==> config.mk <==
export PLATFORM = sky130hd
export DESIGN_NAME = adc_sar_sequencer
export DESIGN_NICKNAME = d
export VERILOG_FILES = /design/src/rtl/adc_seq_pkg.sv /design/src/rtl/adc_result_fifo.sv /design/src/rtl/adc_sar_sequencer.sv
export SDC_FILE = /design/constraint.sdc
export NUM_CORES = 1
export LEC_CHECK = 0
export ABC_AREA = 1
export CAP_MARGIN = 10
export CELL_PAD_IN_SITES_DETAIL_PLACEMENT = 1
export CELL_PAD_IN_SITES_GLOBAL_PLACEMENT = 2
export CORE_MARGIN = 4
export CORE_UTILIZATION = 28
export CTS_CLUSTER_SIZE = 16
export DETAILED_ROUTE_END_ITERATION = 16
export PLACE_DENSITY = 0.87
export SLEW_MARGIN = 0
export SYNTH_ARGS = -nofsm -noshare
export SYNTH_HDL_FRONTEND = slang
export SYNTH_SLANG_ARGS = --single-unit
==> constraint.sdc <==
create_clock -name clk_dig_in -period 1.9 [get_ports clk_dig_in]
set_input_delay 0.285 -clock clk_dig_in [delete_from_list [all_inputs] [get_ports clk_dig_in]]
set_output_delay 0.285 -clock clk_dig_in [all_outputs]
set_load 0.05 [all_outputs]
==> src/rtl/adc_seq_pkg.sv <==
// rtl/adc_seq_pkg.sv - shared types and sizing helpers for the SAR conversion sequencer
package adc_seq_pkg;

    // Sequencer phases for one conversion / one channel
    typedef enum logic [2:0] {
        IDLE,
        SAMPLE,
        CONVERT,
        ACCUM,
        PUSH
    } seq_state_t;

    // Headroom above RESULT_BITS so 2^7 full-scale conversions can be summed
    localparam int ACC_EXTRA_BITS = 7;

    function automatic int acc_width(input int result_bits);
        return result_bits + ACC_EXTRA_BITS;
    endfunction

    // Index width for 0..n-1, never narrower than one bit
    function automatic int idx_width(input int n);
        return (n <= 2) ? 1 : $clog2(n);
    endfunction

endpackage

==> src/rtl/adc_result_fifo.sv <==
// rtl/adc_result_fifo.sv - result buffer, DEPTH-entry FIFO with ADC_SEQ_FIFO_EN, else one register
module adc_result_fifo
    import adc_seq_pkg::*;
#(
    parameter int WIDTH = 14,
    parameter int DEPTH = 4
) (
    input  logic             clk,
    input  logic             rst,
    input  logic [WIDTH-1:0] s_tdata,
    input  logic             s_tvalid,
    output logic [WIDTH-1:0] m_tdata,
    output logic             m_tvalid,
    input  logic             m_tready,
    output logic             overflow
);

    logic pop;
    logic push_ok;

`ifdef ADC_SEQ_FIFO_EN
    localparam int PTR_W = idx_width(DEPTH);

    logic [WIDTH-1:0] mem [DEPTH];
    logic [PTR_W-1:0] wr_ptr;
    logic [PTR_W-1:0] rd_ptr;
    logic [PTR_W:0]   count;
    logic             full;

    assign full     = (count == (PTR_W + 1)'(DEPTH));
    assign m_tvalid = (count != '0);
    assign pop      = m_tvalid && m_tready;
    // A same-cycle pop frees the slot, so a push into a full buffer is still taken
    assign push_ok  = s_tvalid && (!full || pop);
    assign m_tdata  = m_tvalid ? mem[rd_ptr] : '0;

    // Storage array; pointers wrap naturally because DEPTH is a power of two
    always_ff @(posedge clk) begin
        if (push_ok) begin
            mem[wr_ptr] <= s_tdata;
        end
    end

    // Pointers, occupancy and the sticky drop flag
    always_ff @(posedge clk) begin
        if (rst) begin
            wr_ptr   <= '0;
            rd_ptr   <= '0;
            count    <= '0;
            overflow <= 1'b0;
        end else begin
            if (push_ok) begin
                wr_ptr <= wr_ptr + 1'b1;
            end
            if (pop) begin
                rd_ptr <= rd_ptr + 1'b1;
            end
            if (push_ok && !pop) begin
                count <= count + 1'b1;
            end else if (!push_ok && pop) begin
                count <= count - 1'b1;
            end
            if (s_tvalid && !push_ok) begin
                overflow <= 1'b1;
            end
        end
    end
`else
    logic [WIDTH-1:0] data_q;
    logic             valid_q;
    logic             unused_depth;

    assign unused_depth = (DEPTH != 0);
    assign m_tvalid     = valid_q;
    assign pop          = valid_q && m_tready;
    assign push_ok      = s_tvalid && (!valid_q || pop);
    assign m_tdata      = valid_q ? data_q : '0;

    // Single holding register with the same accept/drop rules as the FIFO
    always_ff @(posedge clk) begin
        if (rst) begin
            data_q   <= '0;
            valid_q  <= 1'b0;
            overflow <= 1'b0;
        end else begin
            if (push_ok) begin
                data_q  <= s_tdata;
                valid_q <= 1'b1;
            end else if (pop) begin
                valid_q <= 1'b0;
            end
            if (s_tvalid && !push_ok) begin
                overflow <= 1'b1;
            end
        end
    end
`endif

endmodule

==> src/rtl/adc_sar_sequencer.sv <==
// rtl/adc_sar_sequencer.sv - multi-channel averaging SAR sequencer; buffer depth set by ADC_SEQ_FIFO_EN
module adc_sar_sequencer
    import adc_seq_pkg::*;
#(
    parameter int RESULT_BITS   = 12,
    parameter int NUM_CHANNELS  = 4,
    parameter int SAMPLE_CYCLES = 2,
    parameter int FIFO_DEPTH    = 4
) (
    input  logic                                clk_dig_in,
    input  logic                                rst,
    input  logic                                start_in,
    input  logic                                continuous_in,
    input  logic [NUM_CHANNELS-1:0]             channel_mask_in,
    input  logic [2:0]                          avg_log2_in,
    input  logic                                comparator_in,
    output logic                                enable_loop_out,
    output logic                                sample_out,
    output logic                                sample_out_n,
    output logic [idx_width(NUM_CHANNELS)-1:0]  channel_sel_out,
    output logic [RESULT_BITS-1:0]              pswitch_out,
    output logic [RESULT_BITS-1:0]              nswitch_out,
    output logic [RESULT_BITS-1:0]              result_data_out,
    output logic [idx_width(NUM_CHANNELS)-1:0]  result_channel_out,
    output logic                                result_valid_out,
    input  logic                                result_ready_in,
    output logic                                overflow_out,
    output logic                                busy_out
);

    localparam int CH_W   = idx_width(NUM_CHANNELS);
    localparam int ACC_W  = acc_width(RESULT_BITS);
    localparam int BIT_W  = idx_width(RESULT_BITS);
    localparam int SAMP_W = idx_width(SAMPLE_CYCLES);

    seq_state_t state;
    seq_state_t state_nxt;

    logic [NUM_CHANNELS-1:0] mask_q;
    logic [2:0]              avg_q;
    logic [CH_W-1:0]         chan_q;
    logic [SAMP_W-1:0]       samp_cnt;
    logic [BIT_W-1:0]        bit_idx;
    logic [RESULT_BITS-1:0]  sar_word;
    logic [RESULT_BITS-1:0]  trial;
    logic [ACC_W-1:0]        acc;
    logic [7:0]              conv_cnt;

    logic [CH_W-1:0]         first_ch;
    logic [CH_W-1:0]         next_ch;
    logic                    has_next;
    logic                    start_ok;
    logic                    wrap_ok;
    logic                    sample_done;
    logic                    conv_last;
    logic [RESULT_BITS-1:0]  avg_result;

    assign start_ok    = start_in && (channel_mask_in != '0);
    // A continuous wrap re-reads the live mask; an empty mask ends the scan
    assign wrap_ok     = continuous_in && (channel_mask_in != '0);
    assign sample_done = (samp_cnt == SAMP_W'(SAMPLE_CYCLES - 1));
    assign trial       = sar_word | (RESULT_BITS'(1) << bit_idx);
    assign conv_last   = ({1'b0, conv_cnt} + 9'd1) >= (9'd1 << avg_q);
    assign avg_result  = RESULT_BITS'(acc >> avg_q);

    // Lowest requested channel in the live mask, used at scan (re)start
    always_comb begin
        first_ch = '0;
        for (int i = NUM_CHANNELS - 1; i >= 0; i--) begin
            if (channel_mask_in[i]) begin
                first_ch = CH_W'(i);
            end
        end
    end

    // Next channel above the current one in the latched mask
    always_comb begin
        next_ch  = '0;
        has_next = 1'b0;
        for (int i = NUM_CHANNELS - 1; i >= 0; i--) begin
            if (mask_q[i] && (CH_W'(i) > chan_q)) begin
                next_ch  = CH_W'(i);
                has_next = 1'b1;
            end
        end
    end

    // State register
    always_ff @(posedge clk_dig_in) begin
        if (rst) begin
            state <= IDLE;
        end else begin
            state <= state_nxt;
        end
    end

    // Next-state decode
    always_comb begin
        state_nxt = state;
        case (state)
            IDLE:    if (start_ok) state_nxt = SAMPLE;
            SAMPLE:  if (sample_done) state_nxt = CONVERT;
            CONVERT: if (bit_idx == '0) state_nxt = ACCUM;
            ACCUM:   state_nxt = conv_last ? PUSH : SAMPLE;
            PUSH:    state_nxt = (has_next || wrap_ok) ? SAMPLE : IDLE;
            default: state_nxt = IDLE;
        endcase
    end

    // Analog-facing outputs are pure functions of state
    always_comb begin
        sample_out      = (state == SAMPLE);
        sample_out_n    = !(state == SAMPLE);
        enable_loop_out = (state == CONVERT);
        pswitch_out     = (state == CONVERT) ? trial : '0;
        nswitch_out     = ~((state == CONVERT) ? trial : '0);
        busy_out        = (state != IDLE);
        channel_sel_out = (state != IDLE) ? chan_q : '0;
    end

    // Datapath: configuration latch, sample timer, binary search, accumulation
    always_ff @(posedge clk_dig_in) begin
        if (rst) begin
            mask_q   <= '0;
            avg_q    <= '0;
            chan_q   <= '0;
            samp_cnt <= '0;
            bit_idx  <= '0;
            sar_word <= '0;
            acc      <= '0;
            conv_cnt <= '0;
        end else begin
            case (state)
                IDLE: begin
                    acc      <= '0;
                    conv_cnt <= '0;
                    samp_cnt <= '0;
                    if (start_ok) begin
                        mask_q <= channel_mask_in;
                        avg_q  <= avg_log2_in;
                        chan_q <= first_ch;
                    end
                end
                SAMPLE: begin
                    samp_cnt <= samp_cnt + 1'b1;
                    sar_word <= '0;
                    bit_idx  <= BIT_W'(RESULT_BITS - 1);
                end
                CONVERT: begin
                    if (comparator_in) begin
                        sar_word <= trial;
                    end
                    bit_idx <= bit_idx - 1'b1;
                end
                ACCUM: begin
                    acc      <= acc + ACC_W'(sar_word);
                    conv_cnt <= conv_cnt + 8'd1;
                    samp_cnt <= '0;
                end
                PUSH: begin
                    acc      <= '0;
                    conv_cnt <= '0;
                    samp_cnt <= '0;
                    if (has_next) begin
                        chan_q <= next_ch;
                    end else if (wrap_ok) begin
                        mask_q <= channel_mask_in;
                        avg_q  <= avg_log2_in;
                        chan_q <= first_ch;
                    end
                end
                default: ;
            endcase
        end
    end

    adc_result_fifo #(
        .WIDTH (RESULT_BITS + CH_W),
        .DEPTH (FIFO_DEPTH)
    ) u_result_fifo (
        .clk      (clk_dig_in),
        .rst      (rst),
        .s_tdata  ({chan_q, avg_result}),
        .s_tvalid (state == PUSH),
        .m_tdata  ({result_channel_out, result_data_out}),
        .m_tvalid (result_valid_out),
        .m_tready (result_ready_in),
        .overflow (overflow_out)
    );

endmodule

==> results.sh, run 1 <==
export IMPL_grt_util_all_layers_pct=20.3
export IMPL_post_place_cells=1013
export IMPL_drv_slew=0
export IMPL_postSynthAreaPerCell_um2=6.62
export IMPL_clock_skew_ns=0.00759
export IMPL_finalNonFillerCells=1069
export IMPL_clock_sink_count=71
export IMPL_cts_hold_buf=0
export IMPL_htree_levels=3
export IMPL_drv_cap=0
export IMPL_yosysUniqueCellTypes=47
export IMPL_max_slew_margin_pct=65.2
export IMPL_worst_pin_slew_ns=0.519
export IMPL_synthesis_nets=748
export IMPL_final_area_um2=7480
export IMPL_die_width_um=137
export IMPL_ir_worst_vdd_v=0.000628
export IMPL_synthesis_instances=707
export IMPL_initialDrtViolationCount=282
export IMPL_leakage_uw=0.00311
export IMPL_path_delay_family="simple AND/OR/NAND/NOR gates"
export IMPL_ios=59
export IMPL_dr_total_vias=5396
export IMPL_fin_crit_ns=2.26
export IMPL_grt_pass1_wl_mm=29.9
export IMPL_start_util_pct=29.0
export IMPL_layout_setup_ws_ns=-0.363
export IMPL_critPathMaxFanout=3
export IMPL_dpl_hpwl_mm=13.3
export IMPL_fmax_mhz=442
export IMPL_nFillCells=1964
export IMPL_critPathMaxStageDelay_ns=0.36
export IMPL_dp_slack_ns=-0.367
export IMPL_p_sw_uw=3170
export IMPL_comb_power_share_pct=47.8
export IMPL_numPortBuffers=58
export IMPL_utilization_pct=46.4
export IMPL_grt_overflow=0
export IMPL_detail_route_wl_per_cell_um=18.2
export IMPL_ant_nets=0
export IMPL_path_clk_slew_ns=0.06
export IMPL_fp_row_count=46
export IMPL_synth_flop_cell="dfxtp_1"
export IMPL_numCtsBuffers=9
export IMPL_setup_viol=21
export IMPL_die_h_um=137
export IMPL_dr_pass1_iters=5
export IMPL_cts_tree="done"
export IMPL_power_density_nw_per_um2=976
export IMPL_hp_class="flop to flop"
export IMPL_p_sw_share_pct=43.4
export IMPL_hold_viol=0
export IMPL_synthArstFlopShare_pct=0
export IMPL_status="finished with violations"
export IMPL_die_area_um2=18800
export IMPL_antenna_cells=0
export IMPL_rsz0062_at_grt="yes"
export IMPL_p_clk_share_pct=26.0
export IMPL_crit_path_end_kind="flop"
export IMPL_clk_latency_ns=0.35
export IMPL_clockRootBuffer="clkbuf_16"
export IMPL_p_int_uw=4130
export IMPL_coreArea_um2=16100
export IMPL_crit_required_ns=2.18
export IMPL_drt_vias_per_instance=5.05
export IMPL_routed_wl_mm=19.5
export IMPL_clock_path_buffers=2
export IMPL_p_seq_share_pct=26.2
export IMPL_startpoint_type="flop"
export IMPL_violations="setup timing"
export IMPL_grt_max_degree=32
export IMPL_crit_buf_inv=0
export IMPL_grt_antenna_before_repair=0
export IMPL_syn_area_um2=4680
export IMPL_tns_ns=-1.34
export IMPL_finalCritPeriodShare_pct=119
export IMPL_ys_warn_count=0
export IMPL_first_global_vias=5702
export IMPL_place_area_um2=6310
export IMPL_synth_edff_count=0
export IMPL_worstPathArrival_ns=2.54
export IMPL_ys_ff_latch=71
export IMPL_drive_above_1_share_pct=33.9
export IMPL_globalplace_congestion=0.892
export IMPL_path_cells="ha_4, nand2_4, nor2_4, xor2_2, ha_4, a21o_1, nor2_2, nor2_1, nor2_1, nand4_1, nand2_1, nand2_1, a21oi_2"
export IMPL_nets=889
export IMPL_drc=0
export IMPL_crit_slowest_cell="dfxtp_4"
export IMPL_ys_seq_area_share_pct=30.4
export IMPL_path_class="flop to flop"
export IMPL_area_growth_pct=59.9
## cells in the mapped netlist, types with 2 or more instances
cell	instances	share of area, %
o211ai_1	13	2.1
nand2_1	167	13
o21bai_1	3	0.48
inv_4	2	0.27
o21ai_1	8	0.86
xor2_1	5	0.94
a21boi_0	2	0.32
o32ai_1	2	0.37
nand4_1	9	1.2
nor2_2	3	0.40
dfxtp_1	71	30
nand2_4	2	0.48
o21ai_0	47	5.0
o22ai_1	5	0.67
a21oi_1	55	5.9
nor3_4	2	0.70
a22oi_1	2	0.32
ha_1	27	7.2
buf_2	9	0.96
a31oi_1	7	0.94
a21o_1	5	0.80
nor2_1	47	3.8
a21oi_2	6	1.1
a22o_1	4	0.75
nor3_1	7	0.75
nor2_4	3	0.72
inv_1	106	8.5
clkbuf_1	16	1.3
nor4_1	2	0.27
nand3_1	43	4.6
xnor2_1	2	0.37
inv_2	10	0.80
## cells by family (layout without fill, tap and decap cells)
| group | after synthesis | count (layout) | synth area share (%) |
|---|---|---|---|
| fa+ha+maj | 28 | 28 | 7.65 |
| xor+xnor | 7 | 7 | 1.31 |
| compound gates | 166 | 166 | 21.1 |
| flops | 71 | 71 | 30.4 |
| simple gates | 289 | 290 | 27.2 |
| mux | 1 | 1 | 0.214 |
| buf+inv | 145 | 290 | 12.1 |
## stage by stage
step	hold WS (ns)	total power, µW
3_5_place_dp	0.459	4670
6_report	0.471	7300
4_1_cts	0.468	6930
5_1_grt	0.492	7650
3_3_place_gp	0.453	4530
2_1_floorplan	0.434	3670
## repair_timing
action | in CTS | in global routing
setup endpoints to repair | 24 | 70
setup buffers | 15 | 23
hold endpoints to repair | 0 | 0
resized for setup | 57 | 76
cloned | 2 | 1
pin swaps | 25 | 26
## final timing paths
check,end,slack (ns),depth (start not counted),startpoint
worst max-delay path,state[0],-0.36,13,conv_cnt[0]
worst min-delay path,samp_cnt,0.47,2,samp_cnt
worst max register to register,state[0],-0.36,13,conv_cnt[0]
worst min register to register,samp_cnt,0.47,2,samp_cnt
## state kept, by name, summed over array words and instances, names as in the netlist
signal	count
acc	19
conv_cnt	8
sar_word	12
chan_q	2
bit_idx	4
avg_q	3
state	3
mask_q	3
u_result_fifo.m_tvalid	1
u_result_fifo.data_q	14
samp_cnt	1
u_result_fifo.overflow	1
## power by group through the flow
stage          Sequential (µW)  Combinational [µW]  Clock (µW)
4_1_cts                   1890                3130        1910
2_1_floorplan             1790                1880           0
5_1_grt                   1930                3730        1990
3_5_place_dp              1880                2790           0
6_report                  1910                3490        1900
3_3_place_gp              1860                2670           0
## metal layers
layer	share of wire (%)	track usage, %
met2	54	37.0
met5	0	0
met4	2.5	8.48
met1	40	23.8
met3	2.6	2.70
## layout make-up
type | count | area, µm² | share of cell area [%]
clock buffer | 10 | 239 | 3.19
clock inverter | 6 | 83.8 | 1.12
inverter | 119 | 495 | 6.62
multi-input combinational | 492 | 3210 | 42.9
sequential | 71 | 1460 | 19.5
tap | 216 | 270 | 3.61
timing repair buffer | 153 | 1710 | 22.8
timing repair inverter | 2 | 18.8 | 0.251
## layout by cell type (no fill, tap or decap), types with 8 or more instances in the layout
cell type / n
inv_2: 19
dfxtp_2: 13
nand2_1: 161
a21oi_4: 10
dfxtp_1: 53
buf_6: 15
ha_1: 8
buf_4: 87
clkdlybuf4s50_1: 13
clkbuf_16: 9
nand3_1: 39
o21ai_0: 43
o211ai_1: 13
nor2_1: 37
ha_4: 17
o21ai_1: 9
nor2_2: 8
inv_1: 90
a21oi_1: 44
nor2_4: 9
nand4_1: 9
buf_12: 37
## worst min-delay path, cell delays in order (launching register included)
cell and delay, ns:
dfxtp_1 0.31, nand2_1 0.06, a21oi_1 0.05
Power figures use the tool's default switching activity.
==> inputs of run 2 (changes only) <==
- CORE_MARGIN: 4 -> not set
- CORE_UTILIZATION: 28 -> 33
- PLACE_DENSITY: 0.87 -> 0.95
- clock period: 1.9 -> 2.9 ns (I/O delays scaled with it)
==> results.sh, run 2 (synthesized netlist as in run 1, its figures left out) <==
export IMPL_status="finished clean"
export IMPL_fp_row_count=43
export IMPL_die_area_um2=14700
export IMPL_ant_nets=0
export IMPL_path_clk_slew_ns=0.06
export IMPL_start_util_pct=33.7
export IMPL_path_class="flop to output port"
export IMPL_detail_route_wl_per_cell_um=15.8
export IMPL_power_density_nw_per_um2=706
export IMPL_ir_worst_vdd_v=0.000389
export IMPL_r2r_start="conv_cnt[0]"
export IMPL_worst_pin_slew_ns=0.770
export IMPL_clk_latency_ns=0.34
export IMPL_grt_antenna_before_repair=0
export IMPL_crit_required_ns=2.47
export IMPL_dr_total_vias=4817
export IMPL_startpoint_type="flop"
export IMPL_finalCritPeriodShare_pct=95.2
export IMPL_r2r_end="state[0]"
export IMPL_clock_skew_ns=0.00464
export IMPL_grt_util_all_layers_pct=21.4
export IMPL_fin_crit_ns=2.76
export IMPL_dr_pass1_iters=4
export IMPL_numPortBuffers=58
export IMPL_hold_start="u_result_fifo.overflow"
export IMPL_initialDrtViolationCount=130
export IMPL_rsz0062_at_grt="no"
export IMPL_clock_path_buffers=2
export IMPL_drt_vias_per_instance=5.09
export IMPL_grt_max_degree=28
export IMPL_top_regs="acc x19, u_result_fifo.data_q x14, sar_word x12"
export IMPL_fmax_mhz=362
export IMPL_cts_tree="done"
export IMPL_drive_above_1_share_pct=7.83
export IMPL_clock_sink_count=71
export IMPL_dpl_hpwl_mm=11.7
export IMPL_critPathMaxFanout=5
export IMPL_die_width_um=121
export IMPL_grt_pass1_wl_mm=24.6
export IMPL_mostFrequentLayoutCell="nand2_1"
export IMPL_hold_viol=0
export IMPL_htree_levels=3
export IMPL_grt_overflow=0
export IMPL_drc=0
export IMPL_crit_end="pswitch_out[4]"
export IMPL_numCtsBuffers=9
export IMPL_worstPathArrival_ns=2.33
export IMPL_regToRegSetupSlack_ns=0.45
export IMPL_nFillCells=1815
export IMPL_cp_startpoint="bit_idx[0]"
export IMPL_largest_reg_flops=19
export IMPL_utilization_pct=41.9
export IMPL_power_uw=4100
export IMPL_ios=59
export IMPL_drv_slew=0
export IMPL_crit_path_end_kind="output port"
export IMPL_ff2ff_path_depth=13
export IMPL_clockRootBuffer="clkbuf_16"
export IMPL_drv_cap=0
export IMPL_setup_viol=0
export IMPL_regMostFlops="acc"
export IMPL_globalplace_congestion=0.903
export IMPL_die_h_um=121
export IMPL_routed_wl_mm=15.0
export IMPL_area_growth_pct=24.3
export IMPL_layout_common_cells="nand2_1 (167), inv_1 (106), dfxtp_1 (71)"
export IMPL_coreArea_um2=13900
export IMPL_leakage_uw=0.00245
export IMPL_nets=803
export IMPL_first_global_vias=5011
export IMPL_max_slew_margin_pct=48.6
export IMPL_antenna_cells=0
export IMPL_hp_class="flop to flop"
==> run 2: cell types whose count changed in the layout (fill, tap and decap cells not counted), sizes merged <==
cell	before	now
buf	140	12
clkdlybuf4s50	13	54
clkinv	5	1
dlymetal6s2s	0	4
clkinvlp	3	0
clkbuf	10	12
inv	116	118
nor2	55	54
==> run 2: worst min-delay path by stage <==
stage / endpoint / slack, ns / cells after the start
after global routing: sar_word[7] / 0.51 / 2
after detailed placement: u_result_fifo.overflow / 0.46 / 2
final: u_result_fifo.overflow / 0.48 / 2
after floorplan: samp_cnt / 0.45 / 2
after CTS: u_result_fifo.overflow / 0.49 / 2
after global placement: samp_cnt / 0.46 / 2
==> run 2: through the flow <==
stage,TNS [ns],cell area [µm²],hold WS (ns),setup WS (ns),cells
after floorplan,-0.151,4680,0.446,-0.0542,707
after CTS,0,5810,0.486,0.0259,946
after detailed placement,0,5460,0.462,0.402,931
final,0,5820,0.477,0.139,946
after global placement,0,5460,0.457,0.499,931
after global routing,0,5820,0.514,0.0145,946
==> run 2: final cells by class <==
cell class	count	area, µm²	share of cell area, %
Multi-Input combinational cell	491	2690	46.3
Clock inverter	3	90.1	1.55
Sequential cell	71	1420	24.4
Tap cell	180	225	3.87
Clock buffer	12	256	4.41
Inverter	119	452	7.77
Timing Repair Buffer	70	681	11.7
==> run 2: timing repair <==
item / in CTS / in global routing
hold buffers: 0 / 0
resized for setup: 0 / 4
setup buffers: 0 / 0
setup endpoints to repair: 0 / 4
==> run 2: where the power goes <==
group	total [µW]	internal (µW)	leakage (µW)	switching [µW]
Sequential	1200	1090	0.000575	114
Combinational	1600	476	0.00170	1120
Clock	1300	883	0.000169	422
==> run 2: critical path: stages, from the launching register on <==
cell and delay (ns):
dfxtp_1 0.32, inv_1 0.15, ha_1 0.24, ha_1 0.19, a21oi_1 0.09, nor2_2 0.17
clkdlybuf4s50_1 0.82
==> run 2: routing by layer <==
layer  share of wire (%)  global-route usage, %
met1                  46                   26.2
met4                 2.3                   8.10
met3                 2.4                   2.40
met2                  49                   38.2
met5                   0                      0
